[config.mk]
export PLATFORM = sky130hd
export DESIGN_NAME = frame_reception
export DESIGN_NICKNAME = d
export VERILOG_FILES = /design/src/rtl/frame_reception.sv
export SDC_FILE = /design/constraint.sdc
export NUM_CORES = 1
export LEC_CHECK = 0
export BUFFER_PORTS_ARGS = -buffer_cell sky130_fd_sc_hd__buf_2
export CAP_MARGIN = 20
export CORE_ASPECT_RATIO = 0.7
export CORE_MARGIN = 4
export CORE_UTILIZATION = 45
export DETAILED_ROUTE_END_ITERATION = 6
export GPL_TIMING_DRIVEN = 0
export PLACE_DENSITY = 0.67
export SYNTH_ARGS = -nofsm -noshare
export SYNTH_HDL_FRONTEND = slang
export SYNTH_SLANG_ARGS = --single-unit
[constraint.sdc]
create_clock -name clk -period 3.4 [get_ports clk]
set_input_delay 0 -clock clk [delete_from_list [all_inputs] [get_ports clk]]
set_output_delay 0 -clock clk [all_outputs]
set_load 0.02 [all_outputs]
[src/rtl/frame_reception.sv]
// Receive-side Ethernet framer: hunts preamble/SFD, de-serialises header, payload and FCS,
// and checks CRC-32 over the 18 content bytes before reporting each frame.
module frame_reception #(
  parameter int          MIN_PRE     = 7,
  parameter int          GAP_TIMEOUT = 16,
  parameter logic [47:0] MAC_ADDR    = 48'h0000_0000_0000
) (
  input  logic        clk,
  input  logic        rst_n,
  input  logic [7:0]  rx_data,
  input  logic        rx_dv,
  output logic [47:0] dest_addr,
  output logic [47:0] src_addr,
  output logic [15:0] eth_type,
  output logic [31:0] data_out,
  output logic        frame_done,
  output logic        crc_ok,
  output logic        addr_match,
  output logic        frame_abort,
  output logic        busy,
  output logic [3:0]  state,
  output logic [2:0]  byte_count
);

  typedef enum logic [3:0] {
    IDLE      = 4'd0,
    PREAMBLE  = 4'd1,
    DEST_ADDR = 4'd2,
    SRC_ADDR  = 4'd3,
    ETH_TYPE  = 4'd4,
    PAYLOAD   = 4'd5,
    FCS       = 4'd6,
    CHECK     = 4'd7
  } state_t;

  localparam logic [31:0] CRC_POLY = 32'hEDB8_8320;
  localparam logic [31:0] CRC_INIT = 32'hFFFF_FFFF;
  localparam logic [7:0]  GAP_LIM  = 8'(GAP_TIMEOUT);
  localparam logic [47:0] BCAST    = 48'hFFFF_FFFF_FFFF;

  state_t      state_q;
  logic [3:0]  pre_cnt;
  logic [7:0]  gap_cnt;
  logic [2:0]  byte_cnt;
  logic [31:0] crc_reg;
  logic [47:0] dest_sh;
  logic [47:0] src_sh;
  logic [15:0] type_sh;
  logic [31:0] data_sh;
  logic [31:0] fcs_sh;

  // Reflected CRC-32 update, data bits consumed LSB-first.
  function automatic logic [31:0] crc_next(input logic [31:0] c_in, input logic [7:0] d);
    logic [31:0] c;
    c = c_in;
    for (int i = 0; i < 8; i++) begin
      if (c[0] ^ d[i]) c = {1'b0, c[31:1]} ^ CRC_POLY;
      else             c = {1'b0, c[31:1]};
    end
    return c;
  endfunction

  assign state      = state_q;
  assign byte_count = byte_cnt;
  assign busy       = (state_q != IDLE);

  always_ff @(posedge clk or negedge rst_n) begin
    if (!rst_n) begin
      state_q     <= IDLE;
      pre_cnt     <= 4'd0;
      gap_cnt     <= 8'd0;
      byte_cnt    <= 3'd0;
      crc_reg     <= CRC_INIT;
      dest_sh     <= 48'd0;
      src_sh      <= 48'd0;
      type_sh     <= 16'd0;
      data_sh     <= 32'd0;
      fcs_sh      <= 32'd0;
      dest_addr   <= 48'd0;
      src_addr    <= 48'd0;
      eth_type    <= 16'd0;
      data_out    <= 32'd0;
      frame_done  <= 1'b0;
      crc_ok      <= 1'b0;
      addr_match  <= 1'b0;
      frame_abort <= 1'b0;
    end else begin
      frame_done  <= 1'b0;
      frame_abort <= 1'b0;
      case (state_q)
        IDLE: begin
          gap_cnt  <= 8'd0;
          byte_cnt <= 3'd0;
          if (rx_dv && rx_data == 8'hAA) begin
            state_q <= PREAMBLE;
            pre_cnt <= 4'd1;
          end
        end

        PREAMBLE, DEST_ADDR, SRC_ADDR, ETH_TYPE, PAYLOAD, FCS: begin
          if (!rx_dv) begin
            // Idle gap: abandon the frame once the gap reaches the limit;
            // only frames already past SFD are reported as aborted.
            if (gap_cnt + 8'd1 == GAP_LIM) begin
              state_q     <= IDLE;
              gap_cnt     <= 8'd0;
              pre_cnt     <= 4'd0;
              byte_cnt    <= 3'd0;
              frame_abort <= (state_q != PREAMBLE);
            end else begin
              gap_cnt <= gap_cnt + 8'd1;
            end
          end else begin
            gap_cnt <= 8'd0;
            case (state_q)
              PREAMBLE: begin
                if (rx_data == 8'hAA) begin
                  if (pre_cnt != 4'd15) pre_cnt <= pre_cnt + 4'd1;
                end else if (rx_data == 8'hAB && int'(pre_cnt) >= MIN_PRE) begin
                  state_q  <= DEST_ADDR;
                  byte_cnt <= 3'd0;
                  crc_reg  <= CRC_INIT;
                  pre_cnt  <= 4'd0;
                end else begin
                  state_q <= IDLE;
                  pre_cnt <= 4'd0;
                end
              end

              DEST_ADDR: begin
                dest_sh <= {dest_sh[39:0], rx_data};
                crc_reg <= crc_next(crc_reg, rx_data);
                if (byte_cnt == 3'd5) begin
                  state_q  <= SRC_ADDR;
                  byte_cnt <= 3'd0;
                end else begin
                  byte_cnt <= byte_cnt + 3'd1;
                end
              end

              SRC_ADDR: begin
                src_sh  <= {src_sh[39:0], rx_data};
                crc_reg <= crc_next(crc_reg, rx_data);
                if (byte_cnt == 3'd5) begin
                  state_q  <= ETH_TYPE;
                  byte_cnt <= 3'd0;
                end else begin
                  byte_cnt <= byte_cnt + 3'd1;
                end
              end

              ETH_TYPE: begin
                type_sh <= {type_sh[7:0], rx_data};
                crc_reg <= crc_next(crc_reg, rx_data);
                if (byte_cnt == 3'd1) begin
                  state_q  <= PAYLOAD;
                  byte_cnt <= 3'd0;
                end else begin
                  byte_cnt <= byte_cnt + 3'd1;
                end
              end

              PAYLOAD: begin
                data_sh <= {data_sh[23:0], rx_data};
                crc_reg <= crc_next(crc_reg, rx_data);
                if (byte_cnt == 3'd3) begin
                  state_q  <= FCS;
                  byte_cnt <= 3'd0;
                end else begin
                  byte_cnt <= byte_cnt + 3'd1;
                end
              end

              FCS: begin
                // FCS arrives MSB-first and is not folded into the CRC.
                fcs_sh <= {fcs_sh[23:0], rx_data};
                if (byte_cnt == 3'd3) begin
                  state_q  <= CHECK;
                  byte_cnt <= 3'd0;
                end else begin
                  byte_cnt <= byte_cnt + 3'd1;
                end
              end

              default: state_q <= IDLE;
            endcase
          end
        end

        CHECK: begin
          // Input bytes in this cycle are dropped on purpose.
          dest_addr  <= dest_sh;
          src_addr   <= src_sh;
          eth_type   <= type_sh;
          data_out   <= data_sh;
          crc_ok     <= (fcs_sh == ~crc_reg);
          addr_match <= (dest_sh == MAC_ADDR) || (dest_sh == BCAST);
          frame_done <= 1'b1;
          state_q    <= IDLE;
          gap_cnt    <= 8'd0;
          byte_cnt   <= 3'd0;
        end

        default: begin
          state_q  <= IDLE;
          pre_cnt  <= 4'd0;
          gap_cnt  <= 8'd0;
          byte_cnt <= 3'd0;
        end
      endcase
    end
  end

endmodule

==> flow_metrics.env <==
export IMPL_status="finished clean"
export IMPL_rsz0062_at_grt="false"
export IMPL_netlist_area_um2=15700
export IMPL_grt_pass1_wl_mm=61.9
export IMPL_slew_violations=0
export IMPL_fin_ws_ns=0.516
export IMPL_endpoint="eth_type[1]"
export IMPL_synth_top_family_by_area="simple AND/OR/NAND/NOR gates"
export IMPL_hold_ws_ns=0.0442
export IMPL_rows=56
export IMPL_areaGrowthSynthToFinish_pct=18.3
export IMPL_synth_compound_area_share=0.0310
export IMPL_hpwl_mm=27.2
export IMPL_drt_iter0_markers=697
export IMPL_avgSynthCellArea_um2=11.5
export IMPL_io_buffer_count=165
export IMPL_worstHoldPathType="in2async"
export IMPL_ys_flop_type="dfrtp_1"
export IMPL_post_route_drc_count=0
export IMPL_synthMuxAreaShare=0.129
export IMPL_path_buf_inv=4
export IMPL_crit_type="reg2reg"
export IMPL_final_setup_viol_count=0
export IMPL_fin_crit_ns=2.88
export IMPL_hold_viol=0
export IMPL_cp_required_ns=3.86
export IMPL_cp_start_kind="flip-flop"
export IMPL_dp_cells=1992
export IMPL_drt_antenna_violating_nets=0
export IMPL_grt_overflow=0
export IMPL_vias=10649
export IMPL_ys_warn_count=0
export IMPL_path_cells="clkbuf_1 -> nand3_1 -> inv_1 -> clkbuf_1 -> buf_1 -> nand2_1 -> nand2_1"
export IMPL_synthCells=1360
export IMPL_gp_congestion=0.872
export IMPL_p_leak_nw=9.33
export IMPL_clk_latency_ns=0.53
export IMPL_ff2ff_setup_slack_ns=0.52
export IMPL_max_freq_mhz=347
export IMPL_r2r_end="eth_type[1]"
export IMPL_cp_depth=7
export IMPL_first_pass_iters=5
export IMPL_initial_utilization=0.462
export IMPL_cp_startpoint="state[0]"
export IMPL_maxCapViolCount=0
export IMPL_synth_edf_count=0
export IMPL_dieArea_um2=37900
export IMPL_timing_critical_path_slowest_stage_cell="buf_1"
export IMPL_slew_headroom=0.274
export IMPL_cts_sinks=374
export IMPL_skew_ns=0.0156
export IMPL_final_layout_size_suffix_gt1_frac=0.283
export IMPL_wl_per_cell_um=18.8
export IMPL_grt_pass1_vias=10988
export IMPL_yosys_area_share_simple=0.144
export IMPL_synth_xor_xnor_area_share=0.0728
export IMPL_vdd_drop_max_mv=0.500
export IMPL_endpoint_kind="flip-flop"
export IMPL_cts_setup_buffers=0
export IMPL_cts_resized_gates=0
export IMPL_antenna_found_initial=0
export IMPL_synthArstFlopShare=1.00
export IMPL_placed_cell_area_um2=17200
export IMPL_grt_total_usage=0.207
export IMPL_die_h_um=164
export IMPL_power_density_nw_per_um2=996
export IMPL_clk_pin_slew_worst_paths_ns=0.06
export IMPL_ys_seq_area_frac=0.600
export IMPL_cts_tree="built"
export IMPL_cts_buffers_inserted=38
export IMPL_totalWireLength_mm=38.8
export IMPL_io_pins=167
export IMPL_nets=1596
export IMPL_r2r_start="state[0]"
export IMPL_reg2reg_depth=7
export IMPL_min_period_over_period=0.848
export IMPL_cp_max_fo=10
export IMPL_pre_cts_ws_ns=0.520
export IMPL_slowest_delay_ns=0.63
export IMPL_stdcell_count=2066
export IMPL_synth_nets=1378
export IMPL_final_core_utilization=0.546
export IMPL_die_w_um=231
export IMPL_cp_arrival_ns=3.34
export IMPL_tightest_slew_ns=1.09
export IMPL_hold_buffers=10
export IMPL_crit_family="buffers and inverters"
export IMPL_via_per_inst=5.15
export IMPL_synth_cell_types=48
export IMPL_grt_start_max_net_pins=119
export IMPL_synth_seq_cells=374
export IMPL_core_um2=33900
export IMPL_antenna_cells=0
export IMPL_clockBufferDepth=3
export IMPL_synth_adder_area_share=0.00559
export IMPL_fin_area_um2=18500
export IMPL_cts_max_level=2
export IMPL_clockRootBuffer="clkbuf_16"
==> cells by family after synthesis <==
logic type	Yosys count
other	1
DFF	374
adders and majority gates	7
xor gates and xnor gates	113
buffers and inverters	74
muxes	179
AOI/OAI and AO/OA	65
and+or+nand+nor	547
==> how the worst min path moves through the flow <==
stage,depth (start not counted),endpoint,start
after detailed placement,1,data_sh[26],rst_n
after floorplan,0,addr_match,rst_n
final,2,data_out[22],rst_n
after global placement,3,state[2],rx_dv
after CTS,2,data_out[26],rst_n
after global routing,2,data_out[18],rst_n
==> metrics by stage <==
step | power, mW | setup TNS (ns)
after CTS | 18.6 | 0
after detailed placement | 14.2 | 0
final | 18.5 | 0
after global placement | 14.0 | -1718.86
after global routing | 19.5 | 0
after floorplan | 12.0 | 0
==> cells in the final DEF (no fill, tap or decap), types with 19 or more instances in the layout <==
master | synthesis | routed
nand2_1 | 450 | 450
dfrtp_1 | 342 | 342
mux2_2 | 176 | 176
buf_2 | 4 | 168
xnor2_1 | 58 | 58
clkbuf_1 | 44 | 51
xor2_1 | 44 | 44
clkbuf_16 | 0 | 39
dfstp_2 | 32 | 32
o22a_1 | 27 | 27
nand4_1 | 23 | 23
nor2_1 | 19 | 19
nor4_1 | 19 | 19
==> final cells by class <==
cell class / count / area (um^2)
inverter: 12 / 45.0
fill: 2982 / 15400
buffer: 62 / 241
timing repair buffer: 178 / 1020
sequential: 374 / 9400
clock buffer: 54 / 1110
tap: 464 / 581
clock inverter: 10 / 156
multi-input combinational: 912 / 5980
==> Yosys cell counts (all sizes together) (2+ instances only) <==
master   number  area share
mux2i         2      0.0013
ha            7      0.0056
a21oi         9      0.0029
nor3b         2     0.00096
nand3        11      0.0035
dfrtp       342        0.55
nand2       450        0.11
buf          18      0.0049
xor2         46       0.028
nand4        23      0.0092
nand3b        2     0.00096
nor2         19      0.0046
nor2b         2     0.00080
inv          12      0.0029
nand2b        3      0.0012
xnor2        67       0.045
o2111ai       2      0.0011
o2bb2ai       2      0.0011
nor4         20      0.0084
o21ai         7      0.0022
nor3          8      0.0026
o22a         27       0.015
a31oi         7      0.0028
mux2        177        0.13
o22ai         2     0.00080
and4b         2      0.0013
o31ai         2     0.00096
dfstp        32       0.054
clkbuf       44       0.011
and3          2     0.00080
==> report_power, final <==
part           internal (mW)  total, mW  switching (mW)
Combinational           2.99       6.86            3.87
Sequential              6.04       7.30            1.27
Clock                   2.58       4.30            1.73
Total                   11.6       18.5            6.86
==> metal layers <==
metal | up-vias | part of all wire | GRT usage
met1 | 5376 | 0.49 | 0.309
met2 | 254 | 0.44 | 0.316
met5 | - | 0 | 0
met3 | 53 | 0.053 | 0.0394
li1 | 4966 | - | -
met4 | 0 | 0.020 | 0.0481
Note: power is estimated with default switching activity, not from simulation.
